$ cat src/rtl/ksz_cmd_queue.sv
// Command FIFO and single-outstanding issuer in front of the KSZ8851 chip interface.
// Queued register/DMA requests go out one at a time and each produces one tagged response.
module ksz_cmd_queue #(
    parameter int DEPTH_LOG2 = 3,
    parameter int TIMEOUT    = 1023
) (
    input  logic                  sysclk,
    input  logic                  reset,
    input  logic                  cmd_wen,
    input  logic                  cmd_isDMA,
    input  logic                  cmd_isWrite,
    input  logic                  cmd_isWord,
    input  logic [7:0]            cmd_addr,
    input  logic [15:0]           cmd_data,
    input  logic [3:0]            cmd_tag,
    input  logic                  flush,
    output logic                  cmd_full,
    output logic [DEPTH_LOG2:0]   cmd_count,
    output logic                  overflow,
    output logic                  cmdReq,
    output logic                  isDMA,
    output logic                  isWrite,
    output logic                  isWord,
    output logic [7:0]            RegAddr,
    output logic [15:0]           DataIn,
    input  logic                  cmdAck,
    input  logic                  dataValid,
    input  logic [15:0]           DataOut,
    input  logic                  ksz_isIdle,
    output logic                  rsp_valid,
    output logic [3:0]            rsp_tag,
    output logic                  rsp_isWrite,
    output logic [15:0]           rsp_data,
    output logic                  rsp_timeout,
    output logic                  busy
);
    localparam int DEPTH = 1 << DEPTH_LOG2;
    localparam int CNT_W = $clog2(TIMEOUT + 1);
    localparam logic [CNT_W-1:0] TMO_LAST = CNT_W'(TIMEOUT - 1);
    localparam logic [CNT_W-1:0] TMO_MAX  = CNT_W'(TIMEOUT);
    localparam logic [DEPTH_LOG2:0] FULL_CNT = (DEPTH_LOG2 + 1)'(DEPTH);

    typedef struct packed {
        logic        is_dma;
        logic        is_write;
        logic        is_word;
        logic [7:0]  addr;
        logic [15:0] data;
        logic [3:0]  tag;
    } entry_t;

    typedef enum logic [1:0] {Q_IDLE, Q_REQ, Q_REL} state_t;

    entry_t              mem [DEPTH];
    entry_t              entry_in;
    entry_t              head;
    logic [DEPTH_LOG2:0] wr_ptr;
    logic [DEPTH_LOG2:0] rd_ptr;
    logic                fifo_empty;
    logic                push;
    logic                pop;
    state_t              state;
    state_t              state_nxt;
    logic [CNT_W-1:0]    tmo_cnt;
    logic [3:0]          fl_tag;
    logic [15:0]         cap_data;
    logic                cap_timeout;
    logic                req_done;
    logic                req_tmo;
    logic                rel_done;

    assign entry_in   = '{is_dma: cmd_isDMA, is_write: cmd_isWrite, is_word: cmd_isWord,
                          addr: cmd_addr, data: cmd_data, tag: cmd_tag};
    assign head       = mem[rd_ptr[DEPTH_LOG2-1:0]];
    assign cmd_count  = wr_ptr - rd_ptr;
    assign cmd_full   = (cmd_count == FULL_CNT);
    assign fifo_empty = (wr_ptr == rd_ptr);
    // Fullness is judged before this cycle's pop; flush swallows both push and pop.
    assign push       = cmd_wen && !cmd_full && !flush;
    assign pop        = (state == Q_IDLE) && !fifo_empty && ksz_isIdle && !flush;
    assign busy       = (state != Q_IDLE);

    always_ff @(posedge sysclk) begin
        if (push) begin
            mem[wr_ptr[DEPTH_LOG2-1:0]] <= entry_in;
        end
    end

    always_ff @(posedge sysclk) begin
        if (reset) begin
            wr_ptr   <= '0;
            rd_ptr   <= '0;
            overflow <= 1'b0;
        end else if (flush) begin
            rd_ptr   <= wr_ptr;
            overflow <= 1'b0;
        end else begin
            if (push) wr_ptr <= wr_ptr + 1'b1;
            if (pop)  rd_ptr <= rd_ptr + 1'b1;
            if (cmd_wen && cmd_full) overflow <= 1'b1;
        end
    end

    always_ff @(posedge sysclk) begin
        if (reset) state <= Q_IDLE;
        else       state <= state_nxt;
    end

    always_comb begin
        state_nxt = state;
        req_done  = 1'b0;
        req_tmo   = 1'b0;
        rel_done  = 1'b0;
        case (state)
            Q_IDLE: if (pop) state_nxt = Q_REQ;
            Q_REQ: begin
                // A read is only finished by its data; cmdAck alone is not enough.
                req_done = isWrite ? cmdAck : dataValid;
                req_tmo  = !req_done && (tmo_cnt >= TMO_LAST);
                if (req_done || req_tmo) state_nxt = Q_REL;
            end
            Q_REL: begin
                rel_done = !cmdAck && ksz_isIdle;
                if (rel_done) state_nxt = Q_IDLE;
            end
            default: state_nxt = Q_IDLE;
        endcase
    end

    always_ff @(posedge sysclk) begin
        if (reset) begin
            cmdReq      <= 1'b0;
            isDMA       <= 1'b0;
            isWrite     <= 1'b0;
            isWord      <= 1'b0;
            RegAddr     <= '0;
            DataIn      <= '0;
            fl_tag      <= '0;
            tmo_cnt     <= '0;
            cap_data    <= '0;
            cap_timeout <= 1'b0;
            rsp_valid   <= 1'b0;
            rsp_tag     <= '0;
            rsp_isWrite <= 1'b0;
            rsp_data    <= '0;
            rsp_timeout <= 1'b0;
        end else begin
            rsp_valid <= 1'b0;
            case (state)
                Q_IDLE: begin
                    if (pop) begin
                        isDMA       <= head.is_dma;
                        isWrite     <= head.is_write;
                        isWord      <= head.is_word;
                        RegAddr     <= head.addr;
                        DataIn      <= head.data;
                        fl_tag      <= head.tag;
                        cmdReq      <= 1'b1;
                        tmo_cnt     <= '0;
                        cap_data    <= '0;
                        cap_timeout <= 1'b0;
                    end
                end
                Q_REQ: begin
                    if (tmo_cnt != TMO_MAX) tmo_cnt <= tmo_cnt + 1'b1;
                    if (req_done) begin
                        cmdReq <= 1'b0;
                        if (!isWrite) cap_data <= DataOut;
                    end else if (req_tmo) begin
                        cmdReq      <= 1'b0;
                        cap_timeout <= 1'b1;
                    end
                end
                Q_REL: begin
                    if (rel_done) begin
                        rsp_valid   <= 1'b1;
                        rsp_tag     <= fl_tag;
                        rsp_isWrite <= isWrite;
                        rsp_data    <= cap_data;
                        rsp_timeout <= cap_timeout;
                    end
                end
                default: ;
            endcase
        end
    end

endmodule

$ cat config.mk
export PLATFORM = sky130hd
export DESIGN_NAME = ksz_cmd_queue
export DESIGN_NICKNAME = d
export VERILOG_FILES = /design/src/rtl/ksz_cmd_queue.sv
export SDC_FILE = /design/constraint.sdc
export NUM_CORES = 1
export LEC_CHECK = 0
export ABC_AREA = 0
export CORE_MARGIN = 3
export CORE_UTILIZATION = 52
export CTS_BUF_LIST = sky130_fd_sc_hd__clkbuf_16
export DETAILED_ROUTE_END_ITERATION = 12
export PLACE_DENSITY = 0.76
export SLEW_MARGIN = 40
export SYNTH_ARGS = -nofsm -noshare
export SYNTH_HDL_FRONTEND = slang
export SYNTH_SLANG_ARGS = --single-unit
$ cat constraint.sdc
create_clock -name sysclk -period 5.4 [get_ports sysclk]
set_input_delay 1.35 -clock sysclk [delete_from_list [all_inputs] [get_ports sysclk]]
set_output_delay 1.35 -clock sysclk [all_outputs]
set_load 0.03 [all_outputs]
==> results.json <==
{
  "finalCriticalPeriod_ns": 4.17,
  "r2r_start": "wr_ptr[0]",
  "final_common_cell": "edfxtp_1",
  "netlist_instances": 832,
  "timing.rr.end": "mem[6][18]",
  "track_usage_pct": 20.4,
  "io_pins": 112,
  "antenna_found_initial": 1,
  "die_y_um": 164,
  "firstDrtPassIters": 5,
  "rsz0062_at_grt": "false",
  "row_count": 57,
  "hold_start": "fl_tag[1]",
  "fmax_mhz": 240,
  "async_reset_ff_share_pct": 0,
  "vias_per_cell": 5.75,
  "yosys.cell_types.count": 49,
  "ys_seq_area_share_pct": 71.7,
  "worst_slew_pin_slew_ns": 0.727,
  "start_util_pct": 53.2,
  "worstRegToRegCells": 9,
  "clk_latency_ns": 0.51,
  "endpoint_kind": "primary output",
  "hold_class": "reg -> reg",
  "worst_setup_path_start_kind": "flip-flop",
  "coreArea_um2": 24400,
  "synthTopCellsByArea": "edfxtp_1 (57%), dfxtp_1 (14%), mux4_2 (11%), nand2_1 (3.9%), a311oi_1 (2.1%)",
  "yosys.area.top_type_share_pct": 57.4,
  "synth_seq_cells": 341,
  "dp_slack_ns": 1.45,
  "gr-total-overflow": 0,
  "yosysWarnings": 0,
  "fill_cells": 1702,
  "route.detailed.drc": 0,
  "tns_ns": 0,
  "slew_violations": 0,
  "fin_ws_ns": 1.23,
  "area_delta_synth_final_pct": 21.1,
  "grt_pass1_vias": 7547,
  "layout_common_cells": "edfxtp_1 (248), nand2_1 (135), clkdlybuf4s50_1 (109), dfxtp_1 (91), mux4_2 (62)",
  "critPathKind": "reg -> out",
  "cts.path.max_buffers": 3,
  "cts_hold_buffers": 0,
  "cap_violations": 0,
  "hold_depth": 2,
  "gp_congestion": 0.770,
  "syn_area_um2": 13000,
  "ir_drop_mv": 0.283,
  "arrival_ns": 2.82,
  "grt_max_degree": 65,
  "drive_above_1_share_pct": 17.0,
  "finalCritPeriodShare_pct": 77.2,
  "required_ns": 4.05,
  "htree_levels": 2,
  "wire_per_inst_um": 20.6,
  "outcome": "finished clean",
  "synth_edf_count": 248,
  "critPathMaxFanout": 8,
  "whs_endpoint": "rsp_tag[1]",
  "ant_nets": 0,
  "numCtsBuffers": 35,
  "syn_nets": 894,
  "cts_resized": 0,
  "routed_wirelength_um": 26800,
  "die_area_um2": 26900,
  "cts_tree": "built",
  "postSynthAreaPerCell_um2": 15.6,
  "dp_hpwl_um": 15700,
  "synth_top_area_cell": "edfxtp_1",
  "port_buffers": 111,
  "hold_viol_final": 0,
  "cts.sinks": 341,
  "clk_pin_slew_worst_paths_ns": 0.06,
  "final-setup-viol-count": 0,
  "cts-root-buf": "clkbuf_16",
  "finalNetCount": 1014,
  "drt_iter0_markers": 664,
  "slew_headroom_pct": 51.5,
  "antenna_cells": 0,
  "vias": 7489,
  "fin_worst_skew_ns": 0.0165,
  "power_leakage_nw": 5.07,
  "powerDensity_nw_per_um2": 376,
  "r2r_setup_slack_ns": 1.62,
  "cts_post_setup_buffers_inserted": 0,
  "synth_ff_type": "edfxtp_1",
  "grt_first_pass_wirelength_um": 42100,
  "crit_start": "wr_ptr[0]",
  "fp.dieW_um": 164
}
-- metrics by stage --
step / cell area, um2 / hold WS, ns / power (W) / utilization, % / instances
floorplan: 13000 / 0.432 / 0.00325 / - / 832
global placement: 14500 / 0.435 / 0.00342 / 59.3 / 1238
detailed placement: 14500 / 0.442 / 0.00343 / 59.4 / 1239
CTS: 15700 / 0.451 / 0.00595 / 64.4 / 1303
global route: 15700 / 0.470 / 0.00610 / 64.4 / 1303
finish: 15700 / 0.449 / 0.00591 / 64.4 / 1303
-- state kept, by name, indices dropped and copies added (netlist names) --
name	flops
mem	248
DataIn	16
cap_data	16
rsp_data	16
tmo_cnt	10
RegAddr	8
fl_tag	4
rd_ptr	4
rsp_tag	4
wr_ptr	4
state	2
cap_timeout	1
cmdReq	1
isDMA	1
isWord	1
isWrite	1
overflow	1
rsp_isWrite	1
rsp_timeout	1
rsp_valid	1
-- layout make-up --
type / count / area (um2) / area share, %
inverters: 12 / 45.0 / 0.287
multi-input cells: 429 / 3440 / 21.9
clock inverters: 28 / 327 / 2.08
flip-flops and latches: 341 / 9310 / 59.3
clock buffers: 36 / 901 / 5.73
repair buffers: 133 / 1280 / 8.14
well taps: 324 / 405 / 2.58
-- per-layer routing --
metal,track usage (%),routed length (um),vias up
met5,0,12,-
met4,5.15,504,2
met3,4.36,1840,43
met2,35.4,13600,260
met1,26.4,10900,3764
li1,-,-,3420
-- worst max path at each step --
| stage | endpoint | slack, ns |
|---|---|---|
| after floorplan | mem[1][0] | 0.08 |
| after global placement | mem[6][18] | 1.57 |
| after detailed placement | mem[6][18] | 1.45 |
| after CTS | cmd_count[2] | 1.20 |
| after global routing | cmd_count[3] | 1.10 |
| final | cmd_count[2] | 1.23 |
-- critical path, stage by stage (launching register included) --
cell and delay, ns:
dfxtp_1 0.53, inv_1 0.22, ha_1 0.27, fa_1 0.37, xor2_1 0.17, inv_1 0.09
clkdlybuf4s50_1 0.67
-- cell usage after synthesis (all sizes together), types with 3 or more instances --
| library cell | count |
|---|---|
| clkbuf | 28 |
| nand3b | 3 |
| xor2 | 7 |
| dfxtp | 93 |
| a21oi | 44 |
| o211ai | 5 |
| o21ai | 4 |
| nand2b | 3 |
| nor4 | 4 |
| a211oi | 4 |
| nand2 | 135 |
| inv | 12 |
| nor2 | 54 |
| mux4 | 62 |
| nand3 | 22 |
| xnor2 | 5 |
| a311oi | 32 |
| buf | 22 |
| and3 | 3 |
| edfxtp | 248 |
| ha | 7 |
| nand4 | 4 |
| nor3 | 6 |
-- power by group --
group,internal [W],switching (W)
combinational,0.000203,0.000266
sequential,0.00286,0.0000429
clock,0.00156,0.000974
-- cells by family after synthesis --
group | count (synthesis) | synth area share, %
AOI/OAI and AO/OA | 94 | 5.00
muxes | 66 | 11.1
DFF | 341 | 71.7
xor gates and xnor gates | 12 | 0.868
adders and majority gates | 8 | 0.829
buffers and inverters | 62 | 2.10
and+or+nand+nor | 249 | 8.38
Power figures use the tool's default switching activity.
